$ cat src/rtl/irq_ctrl_if.sv
// CPU I/O-port bus as seen by the interrupt controller.
// The master side is the CPU; the slave side is irq_ctrl.
interface irq_ctrl_if #(
    parameter int ADDR_W = 22
);
    logic [ADDR_W-1:0] address_bus;
    logic [7:0]        data_bus_out;
    logic              rd;
    logic              wr;
    logic              mem_io;
    logic [7:0]        reg_data;
    logic              reg_oe;

    modport master (
        output address_bus, data_bus_out, rd, wr, mem_io,
        input  reg_data, reg_oe
    );

    modport slave (
        input  address_bus, data_bus_out, rd, wr, mem_io,
        output reg_data, reg_oe
    );
endinterface

$ cat src/rtl/irq_ctrl.sv
// 8-input interrupt controller: synchronises sources, latches edge/level
// pending bits, masks them toward the CPU, and exposes four I/O-port registers.
module irq_ctrl #(
    parameter logic [7:0] BASE_ADDR = 8'hE0,
    parameter int         ADDR_W    = 22
) (
    input  logic       clk,
    input  logic       arst,
    input  logic [7:0] irq_src,
    irq_ctrl_if.slave  bus,
    output logic [7:0] pins_irq_req
);
    typedef enum logic [1:0] {
        OFF_PENDING = 2'd0,
        OFF_MASK    = 2'd1,
        OFF_MODE    = 2'd2,
        OFF_HIGHEST = 2'd3
    } reg_off_e;

    logic [7:0] s1, s2, s3;
    logic [7:0] pending, mask, mode;
    logic       wr_q;

    logic       hit, wr_pulse, rd_sel;
    reg_off_e   off;
    logic [7:0] active, rise, clr, pending_next, highest, rd_value;

    // Upper address bits take no part in decode.
    logic unused_addr_hi;
    assign unused_addr_hi = ^bus.address_bus[ADDR_W-1:8];

    assign hit      = !bus.mem_io && (bus.address_bus[7:2] == BASE_ADDR[7:2]);
    assign off      = reg_off_e'(bus.address_bus[1:0]);
    assign wr_pulse = hit && bus.wr && !wr_q;
    assign rd_sel   = hit && bus.rd && !bus.wr;

    assign active = pending & mask;
    assign rise   = s2 & ~s3;
    assign clr    = (wr_pulse && off == OFF_PENDING) ? bus.data_bus_out : 8'h00;

    // Edge bits: set beats clear in the same cycle. Level bits track s2.
    assign pending_next = (mode & ((pending & ~clr) | rise)) | (~mode & s2);

    always_comb begin
        highest = 8'h00;
        for (int i = 7; i >= 0; i--) begin
            if (active[i]) highest = {1'b1, 4'b0000, i[2:0]};
        end
    end

    always_comb begin
        rd_value = 8'h00;
        unique case (off)
            OFF_PENDING: rd_value = pending;
            OFF_MASK:    rd_value = mask;
            OFF_MODE:    rd_value = mode;
            OFF_HIGHEST: rd_value = highest;
            default:     rd_value = 8'h00;
        endcase
    end

    // NOTE: state uses non-blocking assignments so every flop samples the
    // pre-edge values of the others, which is what makes the s1/s2/s3 chain a pipeline.
    always_ff @(posedge clk) begin
        if (arst) begin
            s1           <= 8'h00;
            s2           <= 8'h00;
            s3           <= 8'h00;
            pending      <= 8'h00;
            mask         <= 8'h00;
            mode         <= 8'hFF;
            wr_q         <= 1'b0;
            pins_irq_req <= 8'h00;
            bus.reg_oe   <= 1'b0;
            bus.reg_data <= 8'h00;
        end else begin
            s1           <= irq_src;
            s2           <= s1;
            s3           <= s2;
            wr_q         <= bus.wr;
            pending      <= pending_next;
            pins_irq_req <= active;
            if (wr_pulse && off == OFF_MASK) mask <= bus.data_bus_out;
            if (wr_pulse && off == OFF_MODE) mode <= bus.data_bus_out;
            bus.reg_oe   <= rd_sel;
            bus.reg_data <= rd_sel ? rd_value : 8'h00;
        end
    end
endmodule

$ cat src/flat_wrapper.sv
// flat-port wrapper written by rule: the top's interface ports become plain ports
module irq_ctrl_flat 
#(
    parameter logic [7:0] BASE_ADDR = 8'hE0,
    parameter int         ADDR_W    = 22
)
  (clk, arst, irq_src, pins_irq_req, bus_address_bus, bus_data_bus_out, bus_rd, bus_wr, bus_mem_io, bus_reg_data, bus_reg_oe);
  irq_ctrl_if #(.ADDR_W(ADDR_W)) bus_i ();
  input  logic clk;
  input  logic arst;
  input  logic [7:0] irq_src;
  output logic [7:0] pins_irq_req;
  input wire logic [$bits(bus_i.address_bus)-1:0] bus_address_bus;
  input wire logic [$bits(bus_i.data_bus_out)-1:0] bus_data_bus_out;
  input wire logic [$bits(bus_i.rd)-1:0] bus_rd;
  input wire logic [$bits(bus_i.wr)-1:0] bus_wr;
  input wire logic [$bits(bus_i.mem_io)-1:0] bus_mem_io;
  output wire logic [$bits(bus_i.reg_data)-1:0] bus_reg_data;
  output wire logic [$bits(bus_i.reg_oe)-1:0] bus_reg_oe;
  assign bus_i.address_bus = bus_address_bus;
  assign bus_i.data_bus_out = bus_data_bus_out;
  assign bus_i.rd = bus_rd;
  assign bus_i.wr = bus_wr;
  assign bus_i.mem_io = bus_mem_io;
  assign bus_reg_data = bus_i.reg_data;
  assign bus_reg_oe = bus_i.reg_oe;
  irq_ctrl #(.BASE_ADDR(BASE_ADDR), .ADDR_W(ADDR_W)) u_core (.clk(clk), .arst(arst), .irq_src(irq_src), .bus(bus_i), .pins_irq_req(pins_irq_req));
endmodule
$ cat config.mk
export PLATFORM = sky130hd
export DESIGN_NAME = irq_ctrl_flat
export DESIGN_NICKNAME = d
export VERILOG_FILES = /design/src/rtl/irq_ctrl_if.sv /design/src/rtl/irq_ctrl.sv /design/src/flat_wrapper.sv
export SDC_FILE = /design/constraint.sdc
export NUM_CORES = 1
export LEC_CHECK = 0
export ABC_AREA = 1
export BUFFER_PORTS_ARGS = -buffer_cell sky130_fd_sc_hd__buf_2
export CELL_PAD_IN_SITES_DETAIL_PLACEMENT = 0
export CELL_PAD_IN_SITES_GLOBAL_PLACEMENT = 1
export CORE_UTILIZATION = 42
export CTS_BUF_LIST = sky130_fd_sc_hd__clkbuf_4
export DETAILED_ROUTE_END_ITERATION = 16
export PLACE_DENSITY = 0.92
export RECOVER_POWER = 25
export SYNTH_ARGS = -nofsm -noshare
export SYNTH_HDL_FRONTEND = slang
export SYNTH_SLANG_ARGS = --single-unit
$ cat constraint.sdc
create_clock -name clk -period 3 [get_ports clk]
set_clock_uncertainty 0.2 [all_clocks]
set_input_delay 0.75 -clock clk [delete_from_list [all_inputs] [get_ports clk]]
set_output_delay 0.75 -clock clk [all_outputs]
set_load 0.005 [all_outputs]
After elaboration in Yosys (flattened, before gate mapping)
Index checks and enable logic that the tools add are counted.
{"block": "totals", "ff_bits": 66, "output_inout_bits": 17, "wordCells": 48}
{"block": "op_classes", "reduce_logical": 13, "n_eq_ne": 4, "bitwise": 11, "mux": 10}
{"op": "$mux W8", "count": 9}
{"op": "$and A8 B8 Y8", "count": 5}
{"op": "$pmux W8 S4", "count": 1}
{"op": "$not A8 Y8", "count": 3}
{"op": "$or A8 B8 Y8", "count": 2}
{"op": "$logic_and A1 B1 Y1", "count": 8}
{"op": "$eq A6 B6 Y1 const B", "count": 1}
{"op": "$eq A2 B2 Y1 const B", "count": 2}
{"op": "$logic_not A1 Y1", "count": 3}
{"op": "$eq A2 B1 Y1 const B", "count": 1}
{"op": "$logic_not A2 Y1", "count": 1}
{"op": "$reduce_or A2 Y1", "count": 1}
{"op": "$not A1 Y1", "count": 1}

Depth between registers and ports, before layout
Gate-level depths: netlist of run 1.
{"block": "logic_depth", "word_depth": 11, "depth_mapped": 10}

Worst setup path before layout of run 1
No wires, ideal clock.
{"block": "synth_path", "path_type": "input to register", "start": "input port bus_address_bus[3]", "end": "register u_core.mode[0]", "stages": 7, "arrival_ns": 1.643, "setup_slack_ns": 1.091, "path_buffers": 0, "path_cell_list": "nor2_1 -> nand3b_1 -> nor3_4 -> nand3_2 -> inv_2 -> nand2_1 -> nand3_1"}
{"block": "synth_via", "elab_chain_cells": 5}
{"element": "start, declared", "line_no": "flat_wrapper.sv:13", "text": "input wire logic [$bits(bus_i.address_bus)-1:0] bus_address_bus;"}
{"element": "$eq A6 B6 Y1", "line_no": "irq_ctrl.sv:32", "text": "assign hit = !bus.mem_io && (bus.address_bus[7:2] == BASE_ADDR[7:2]);"}
{"element": "$logic_and A1 B1 Y1", "line_no": "irq_ctrl.sv:32"}
{"element": "$logic_and A1 B1 Y1 (2 in a row)", "line_no": "irq_ctrl.sv:34", "text": "assign wr_pulse = hit && bus.wr && !wr_q;"}
{"element": "$logic_and A1 B1 Y1", "line_no": "irq_ctrl.sv:84", "text": "if (wr_pulse && off == OFF_MODE) mode <= bus.data_bus_out;"}
{"element": "end signal, assigned", "line_no": "irq_ctrl.sv:84"}
{"element": "end, declared", "line_no": "irq_ctrl.sv:21", "text": "logic [7:0] pending, mask, mode;"}
Every way passes these cells.
A chain may end at the register's enable or synchronous reset.

Worst setup path after layout of run 1
Ends and elaborated chain as after synthesis.

==> results.txt, run 1 <==
status -> completed
Final ANT Viol Nets -> 0
FP Rows -> 27
# DRC -> 0
initial antenna violation count -> 0
GP Congestion -> 0.803
fin nets -> 418
ratio of cells with drive above 1 in the final layout -> 17.2%
fin util -> 50.9%
CTS HTree Levels -> 3
clk sinks -> 66
total design power -> 1.44 mW
max frequency -> 480 MHz
first-pass GRT wire length -> 8720 um
Peak VDD IR -> 0.000234 V
slew of the pin with the lowest slew margin -> 0.772 ns
Area Growth Syn to Fin -> 16.5%
Lkg Pwr -> 1.37 nW
final setup fails -> 0
Initial Util -> 43.7%
placed cell area -> 2730 um2
fill cell count -> 571
Global Route Usage Sum -> 19.1%
Crit Path Category -> primary input to flop
Die Span Y -> 77.9 um
buffers added on ports -> 45
Crit path arrival time -> 2.21 ns
Critical Path Source Type -> primary input
die area -> 6070 um2
Synth area leader -> dfxtp_1
Core Box Area -> 5540 um2
clock root buffer -> clkbuf_4
vias in the first global route -> 1902
most frequent cells in the layout -> nand2_1, dfxtp_1, nor2_1, buf_2, inv_1
worst min-delay path class -> flop to flop
area fraction of the dominant cell type after synthesis -> 54.6%
crit-path max FO -> 12
routed wire length -> 5100 um
largest net degree at the start of global routing -> 41
Max-Cap Viols -> 0
final hold vios -> 0
total CTS buffers -> 9
CTS tree -> yes
Cell Area, Synth -> 2420 um2
post-synthesis sequential area ratio -> 54.6%
# IOs -> 60
RSZ-0062 raised after global routing -> no
CP endpoint kind -> flop
PwrDens -> 511 nW/um2
total setup buffers inserted after CTS -> 0
Syn Area/Cell -> 7.49 um2
antenna cells -> 0
DRT Pass-1 Iters -> 4
Rel. slew slack -> 48.5%
DR vias -> 2101
Final Cycle Share -> 69.5%
Mapped Nets -> 366
DP HPWL -> 3540 um
Reg clk slew, reported paths -> 0.10 ns
Distinct cells, synth -> 21
post-route setup TNS -> 0 ns
# resized after CTS -> 0
Final Critical Period -> 2.08 ns
Clock Latency Late Sink -> 0.40 ns
clk buf depth -> 2
Final Max Tran Viols -> 0
wire length per cell -> 11.4 um
Die W -> 77.9 um
Mapped Cells -> 323
commonest non-fill, non-tap cell in the layout -> nand2_1
global route overflow -> 0
initial drt markers -> 142
flops & latches, synth -> 66
CP Data Required Time -> 3.13 ns
Synth area leaders -> dfxtp_1, nand2_1, nor2_1, inv_1, nand4_1
Vias per Instance -> 4.68
final instance area -> 2820 um2
Hold Buf Count CTS -> 0
YS warnings -> 0
## area by class of cell
cell class	instances	area [um2]	area share, %
well taps	72	90.1	3.20
inverters	38	144	5.11
clock buffers	11	82.6	2.93
multi-input cells	210	913	32.4
repair buffers	50	259	9.19
flip-flops and latches	66	1320	46.9
clock inverters	2	7.51	0.266
## cell families after synthesis
kind of cell           count (synthesis)  synth area share (%)
AOI/OAI and AO/OA                     26                  5.85
DFF                                   66                  54.6
buffers and inverters                 47                  7.60
and+or+nand+nor                      184                  31.9
## sequential cells by signal, indices dropped and copies added (netlist names)
name	flops
u_core.pending	8
u_core.bus.reg_oe	1
u_core.mask	8
u_core.pins_irq_req	8
u_core.mode	8
u_core.s1	8
u_core.s2	8
u_core.wr_q	1
u_core.s3	8
u_core.bus.reg_data	8
## final timing paths
path	startpoint	end	slack [ns]	depth (start not counted)
setup reg to reg	u_core.wr_q	u_core.mode[0]	1.45	5
hold / removal	u_core.s1[5]	u_core.s2[5]	0.20	2
hold reg to reg	u_core.s1[5]	u_core.s2[5]	0.20	2
setup / recovery	bus_address_bus[3]	u_core.mode[0]	0.92	8
## through the flow
stage	hold slack, ns	instances	setup slack (ns)
floorplan	0.188	323	1.09
detailed placement	0.193	436	0.453
finish	0.196	449	0.915
CTS	0.204	449	0.876
global placement	0.189	436	0.549
global route	0.226	449	0.734
## where the power goes
group	leakage, nW	internal, mW	switching, mW	total (mW)
Sequential	0.537	0.896	0.00833	0.904
Combinational	0.778	0.0311	0.0549	0.0861
Clock	0.0537	0.171	0.279	0.450
## worst max-delay path: stages
cell and delay (ns):
buf_2 0.09, nor2_1 0.09, nand3b_1 0.12, nor3_4 0.42, nand3_2 0.34, inv_2 0.25, nand2_1 0.07, nand3_1 0.07
## routing by layer
metal / vias to the layer above / GRT usage [%] / wire length (um)
li1: 1118 / - / -
met1: 910 / 23.9 / 2340
met2: 61 / 29.6 / 2330
met3: 12 / 4.94 / 299
met4: 0 / 10.9 / 136
met5: - / 0 / 0
## synth_stat cells
cell and instances:
clkbuf_1 3, clkinv_2 1, nor2_1 50, nand3_1 10, a21oi_1 12, nand3_2 2
buf_1 3, inv_2 1, a221oi_1 1, dfxtp_1 66, o31ai_1 1, a31oi_1 4
buf_4 1, nor3_4 1, nand4_1 16, inv_1 35, nand2_1 104, o21ai_0 8
nand3b_1 1, clkinv_1 1, buf_2 2
Power figures use the tool's default switching activity.
==> run 2, diff against run 1 <==
Settings changed: CORE_UTILIZATION 42 to 39, PLACE_DENSITY 0.92 to 0.86.
Clock period 3 ns to 2 ns, I/O delays scaled along.
==> run 2 against run 1 <==
Effect of this change:
- final area up 2.2%
- global-route usage fell by 0.53 points
- register-to-register slack lost 0.85 ns
- largest power group unchanged
- routed wire length grew 1.7%
==> results.txt, run 2 (same netlist as run 1, synthesis figures left out) <==
Final Cycle Share -> 76.5%
die area -> 6520 um2 (+7.5%)
Worst Path Buf+Inv -> 2 (unchanged)
total setup buffers inserted after CTS -> 0 (unchanged)
flop2flop setup slack -> 0.60 ns (-0.85 ns)
GP Congestion -> 0.785 (-2.2%)
clock share of power -> 32.1% (+0.9 points)
status -> completed
Die W -> 80.8 um (+3.7%)
Lkg Pwr -> 1.40 nW (+2.5%)
WHS Path Cells -> 3 (+1)
Peak VDD IR -> 0.000468 V (+100%)
most frequent cells in the layout -> nand2_1, dfxtp_1, nor2_1, buf_2, inv_1
Top Family by Delay on Critical Path -> buffers and inverters
RSZ-0062 raised after global routing -> no
placed cell area -> 2780 um2 (+1.8%)
antenna cells -> 0 (unchanged)
Clock Latency Late Sink -> 0.40 ns (about the same)
routed wire length -> 5190 um (+1.7%)
Initial Util -> 40.6% (-3.0 points)
Hold Buf Count CTS -> 0 (unchanged)
Final Max Tran Viols -> 0 (unchanged)
initial antenna violation count -> 0 (unchanged)
clk sinks -> 66 (unchanged)
max frequency -> 653 MHz
crit-path max FO -> 11 (-1)
clock root buffer -> clkbuf_4
total design power -> 2.20 mW (+52%)
# resized after CTS -> 0 (unchanged)
DRT Pass-1 Iters -> 4 (unchanged)
Crit path arrival time -> 1.64 ns (-0.57 ns)
post-route setup TNS -> 0 ns (unchanged)
Crit Path Category -> primary input to flop
vias in the first global route -> 1904 (+0.11%)
worst-path cell chain -> clkbuf_1 -> clkinv_1 -> nand2_1 -> nor2_1
CTS HTree Levels -> 3 (unchanged)
RR Endpoint -> u_core.mode[3]
# DRC -> 0 (unchanged)
Final Critical Period -> 1.53 ns
Vias per Instance -> 4.53 (-3.3%)
fill cell count -> 634 (+11%)
P_int -> 1.66 mW (+51%)
Die Span Y -> 80.8 um (+3.7%)
RR Startpoint -> u_core.wr_q
buffers added on ports -> 45 (unchanged)
Slowest-stage cell, CP -> clkinv_1
global route overflow -> 0 (unchanged)
FP Rows -> 28 (+3.7%)
total CTS buffers -> 9 (unchanged)
Global Route Usage Sum -> 18.6% (-0.53 points)
Area Growth Syn to Fin -> 19.0%
PwrDens -> 763 nW/um2 (+49%)
wire length per cell -> 11.3 um (-0.98%)
fin nets -> 424 (+1.4%)
largest net degree at the start of global routing -> 19 (-54%)
DR vias -> 2087 (-0.67%)
CTS tree -> yes
DP HPWL -> 3740 um (+5.9%)
final setup fails -> 0 (unchanged)
Sw Ratio -> 24.3% (+0.54 points)
WHS -> 0.0993 ns (-0.0971 ns)
clk buf depth -> 2 (unchanged)
Rel. slew slack -> 63.5% (+15 points)
Reg power frac -> 61.8% (-1.0 points)
commonest non-fill, non-tap cell in the layout -> nand2_1
Hold Path Sink -> u_core.s1[5]
Core Box Area -> 5960 um2 (+7.5%)
Net Sw Power -> 533 uW (+56%)
final hold vios -> 0 (unchanged)
initial drt markers -> 78 (-45%)
CP Data Required Time -> 2.11 ns (-1.02 ns)
Max-Cap Viols -> 0 (unchanged)
Critical Path Source Type -> primary input
CP max stage delay -> 0.49 ns (+0.07 ns)
worst reg2reg path depth -> 6 (+1)
CP endpoint kind -> flop
Final ANT Viol Nets -> 0 (unchanged)
ratio of cells with drive above 1 in the final layout -> 18.7% (+1.4 points)
# IOs -> 60 (unchanged)
hold wc startpoint -> irq_src[5]
first-pass GRT wire length -> 8920 um (+2.3%)
combinational power share -> 6.1% (about the same)
Reg clk slew, reported paths -> 0.11 ns (about the same)
final instance area -> 2880 um2 (+2.2%)
slew of the pin with the lowest slew margin -> 0.548 ns (-0.224 ns)
worst min-delay path class -> primary input to flop
## run 2: how the worst max path moves through the flow
stage / slack (ns) / endpoint / startpoint / cells past startpoint
finish: 0.47 / u_core.mask[0] / arst / 4
global placement: 0.11 / u_core.bus.reg_data[7] / bus_address_bus[3] / 8
floorplan: 0.34 / u_core.mode[0] / bus_address_bus[3] / 7
CTS: 0.43 / bus_reg_data[2] / u_core.bus.reg_data[2] / 1
global route: 0.36 / u_core.mask[0] / arst / 4
detailed placement: 0.09 / u_core.bus.reg_data[7] / bus_address_bus[3] / 8
## run 2: per-layer routing
metal,global-route usage [%],share of wire (%),wire [um],vias to the layer above
met5,0,0,0,-
met4,10.7,2.3,118,0
met3,4.38,3.7,191,9
met2,30.1,46,2370,45
met1,22.5,48,2510,904
li1,-,-,-,1129
## run 2: metrics by stage
stage	utilization (%)	cells	setup slack (ns)
floorplan	-	323	0.341
global placement	46.7	445	0.106
finish	48.3	461	0.470
global route	48.3	461	0.359
CTS	48.4	461	0.433
detailed placement	46.7	445	0.0909
## run 2: area by class of cell
| cell class | count | area, um2 | share of cell area, % |
|---|---|---|---|
| Inverter | 38 | 144 | 5.00 |
| Timing Repair Buffer | 56 | 303 | 10.5 |
| Multi-Input combinational cell | 210 | 913 | 31.7 |
| Tap cell | 75 | 93.8 | 3.26 |
| Clock inverter | 5 | 21.3 | 0.739 |
| Sequential cell | 66 | 1320 | 45.9 |
| Clock buffer | 11 | 82.6 | 2.87 |
## run 2: worst min-delay path: cells and delay by family
family                 cells  cell delay [ns]
buffers and inverters      2             0.10
AND/OR/NAND/NOR            1             0.06
## run 2: power groups by stage
stage	registers, mW	clock network (mW)	logic (mW)
6_report	1.36	0.705	0.135
5_1_grt	1.36	0.801	0.154
4_1_cts	1.36	0.734	0.136
3_5_place_dp	1.39	0	0.136
3_3_place_gp	1.39	0	0.134
2_1_floorplan	1.38	0	0.0744
==> run 3, diff against run 2 <==
Settings changed: ABC_AREA 1 to 0, CORE_UTILIZATION 39 to 37, PLACE_DENSITY 0.86 to 0.82.
Clock period 2 ns to 1.3 ns, I/O delays scaled along.
==> run 3 against run 2 <==
Effect of this change:
- the flow now finishes with violations (setup timing)
- sequential share of layout area shrank 8.1 points
- total power up 89%
- flip-flop and latch count is the same
- final area up 22%
- sequential power grew 54%
- critical path depth is the same
- clock-buffer cell count is 1 lower
- global-route usage is 1.4 points lower
- combinational power increased by 140%
- routed wire length is 7.0% higher
==> results.txt, run 3 <==
status -> finished with violations
failing checks -> setup timing
GRT met1 Usage -> 21.7% (-0.81 points)
GR Util met2 -> 27.2% (-2.9 points)
most common library cells after synthesis -> dfxtp_1, nor2_1, nor2b_1
Mapped Cells -> 256 (-21%)
RSZ-0062 raised after global routing -> yes
ratio of cells with drive above 1 in the final layout -> 38.9% (+20 points)
buffers added on ports -> 45 (unchanged)
clk sinks -> 66 (unchanged)
Synth area leaders -> dfxtp_1, nor2b_1, mux2i_1, nor2_1, nand2_1
Cell Area, Synth -> 2460 um2 (+1.9%)
Critical Path Source Type -> flop
Die W -> 83.6 um (+3.6%)
post-synthesis sequential area ratio -> 53.6% (-1.0 points)
Crit Path Category -> flop to flop
flops & latches, synth -> 66 (unchanged)
Reg clk slew, reported paths -> 0.11 ns (about the same)
Final Max Tran Viols -> 0 (unchanged)
YS warnings -> 0 (unchanged)
first-pass GRT wire length -> 9400 um (+5.3%)
global route overflow -> 0 (unchanged)
routed wire length -> 5550 um (+7.0%)
Initial Util -> 38.6% (-2.0 points)
CP Data Required Time -> 1.40 ns (-0.71 ns)
Die Span Y -> 83.6 um (+3.6%)
initial drt markers -> 106 (+36%)
Final Non-Filler Cells -> 432 (-6.3%)
slew of the pin with the lowest slew margin -> 0.317 ns (-0.231 ns)
met3 usage -> 4.25% (-0.13 points)
Synth area leader -> dfxtp_1
Max-Cap Viols -> 0 (unchanged)
CTS tree -> yes
Vias per Instance -> 4.80 (+6.1%)
PwrDens -> 1180 nW/um2 (+55%)
Lkg Pwr -> 1.54 nW (+9.6%)
initial antenna violation count -> 0 (unchanged)
area fraction of the dominant cell type after synthesis -> 53.6% (-1.0 points)
final hold vios -> 0 (unchanged)
Synth Flop Type -> dfxtp_1
DRT Pass-1 Iters -> 4 (unchanged)
WHS Path Cells -> 3 (unchanged)
Area Growth Syn to Fin -> 43.0%
Rel. slew slack -> 78.8% (+15 points)
most instantiated library cell after synthesis -> dfxtp_1
async set-or-reset flop fraction in the synthesized netlist -> 0% (unchanged)
Mapped Nets -> 299 (-18%)
most frequent cells in the layout -> dfxtp_1, buf_2, nor2_1, nor2b_1, buf_4
dpl cells -> 394 (-11%)
DR vias -> 2075 (-0.57%)
Syn Area/Cell -> 9.63 um2 (+29%)
commonest non-fill, non-tap cell in the layout -> dfxtp_1
# DRC -> 0 (unchanged)
Final ANT Viol Nets -> 0 (unchanged)
WHS -> 0.0401 ns (-0.0591 ns)
GP Congestion -> 0.772 (-1.6%)
vias in the first global route -> 1970 (+3.5%)
worst min-delay path class -> primary input to flop
Final Cycle Share -> 130%
Distinct cells, synth -> 35 (+67%)
wire length per cell -> 12.9 um (+14%)
Core Box Area -> 6390 um2 (+7.2%)
final setup fails -> 43 (+43)
largest net degree at the start of global routing -> 26 (+7)
worst reg2reg path depth -> 4 (-2)
# IOs -> 60 (unchanged)
die area -> 6990 um2 (+7.2%)
Worst Setup Slack, final -> -0.384 ns (-0.853 ns)
clock root buffer -> clkbuf_4
Crit path arrival time -> 1.78 ns (+0.14 ns)
FP Rows -> 29 (+3.6%)
Final Critical Period -> 1.68 ns
total CTS buffers -> 9 (unchanged)
GR peak layer -> met2
fin nets -> 393 (-7.3%)
DP HPWL -> 3620 um (-3.2%)
CTS HTree Levels -> 3 (unchanged)
Clock Latency Late Sink -> 0.41 ns (about the same)
clk buf depth -> 2 (unchanged)
fill cell count -> 585 (-7.7%)
CP endpoint kind -> flop
antenna cells -> 0 (unchanged)
Peak VDD IR -> 0.000856 V (+83%)
max frequency -> 594 MHz
EDFF count, synth -> 0 (unchanged)
Global Route Usage Sum -> 17.2% (-1.4 points)
crit-path max FO -> 8 (-3)
==> run 3: cell count changes after synthesis, moves of 5 or more <==
cell      before  now
nand2_1      104   23
inv_1         35    5
nor2b_1        0   26
nand4_1       16    0
mux2i_1        0   14
nor2_1        50   37
a211oi_1       0    9
a21o_1         0    8
nand3_1       10    2
nor3_1         0    8
buf_6          0    5
o21ai_0        8    3
==> run 3: worst paths after layout <==
kind                                     startpoint             end  slack [ns]
worst min-delay path            bus_data_bus_out[2]  u_core.mode[2]        0.04
worst min register to register         u_core.s1[6]    u_core.s2[6]        0.24
worst max-delay path                    u_core.wr_q  u_core.mode[1]       -0.38
worst max register to register          u_core.wr_q  u_core.mode[1]       -0.38
==> run 3: logic make-up after synthesis <==
group           Yosys count  synth area share [%]
flops                    66                  53.6
compound gates           46                  12.4
mux                      14                  5.69
simple gates            113                  24.1
buf+inv                  17                  4.21
==> run 3: what timing repair did <==
item / 4_1_cts / 5_1_grt
hold buffers: 15 / 0
hold endpoints to repair: 19 / 0
setup buffers: 5 / 1
gates resized for setup: 34 / 12
pin swaps: 17 / 9
cloned: 1 / 0
endpoints found under the setup margin: 49 / 47
==> run 3: layout make-up <==
class	instances	area (um2)	share of cell area (%)
Sequential cell	66	1330	37.8
Multi-Input combinational cell	174	1200	34.1
Timing Repair Buffer	94	687	19.5
Clock inverter	6	114	3.23
Tap cell	77	96.3	2.73
Clock buffer	10	75.1	2.13
Inverter	5	18.8	0.532
==> run 3: worst max-delay path, stage by stage (launching register included) <==
cell and delay, ns:
dfxtp_1 0.31, or2b_4 0.28, or4_4 0.59, nor3_2 0.14, a21oi_1 0.06
==> run 3: per-stage QoR <==
| step | power [mW] | utilization, % | worst slack [ns] | cell area, um2 | TNS, ns |
|---|---|---|---|---|---|
| floorplan | 2.27 | - | -0.647 | 2480 | -13.39 |
| global placement | 2.39 | 46.3 | -0.639 | 2960 | -17.50 |
| detailed placement | 2.39 | 46.3 | -0.665 | 2960 | -18.07 |
| CTS | 4.20 | 54.3 | -0.370 | 3470 | -9.18 |
| global route | 4.35 | 55.2 | -0.443 | 3520 | -11.03 |
| finish | 4.16 | 55.2 | -0.384 | 3520 | -8.78 |
==> run 3: power by group <==
| group | switching (mW) | internal [mW] | total (mW) |
|---|---|---|---|
| clock | 0.742 | 1.00 | 1.74 |
| combinational | 0.156 | 0.172 | 0.327 |
| sequential | 0.0216 | 2.07 | 2.09 |
==> run 3: routing by layer <==
metal  share of wire, %  wire [um]
met1                 47       2620
met2                 48       2670
met3                3.4        191
met4                1.4         75
met5                  0          0
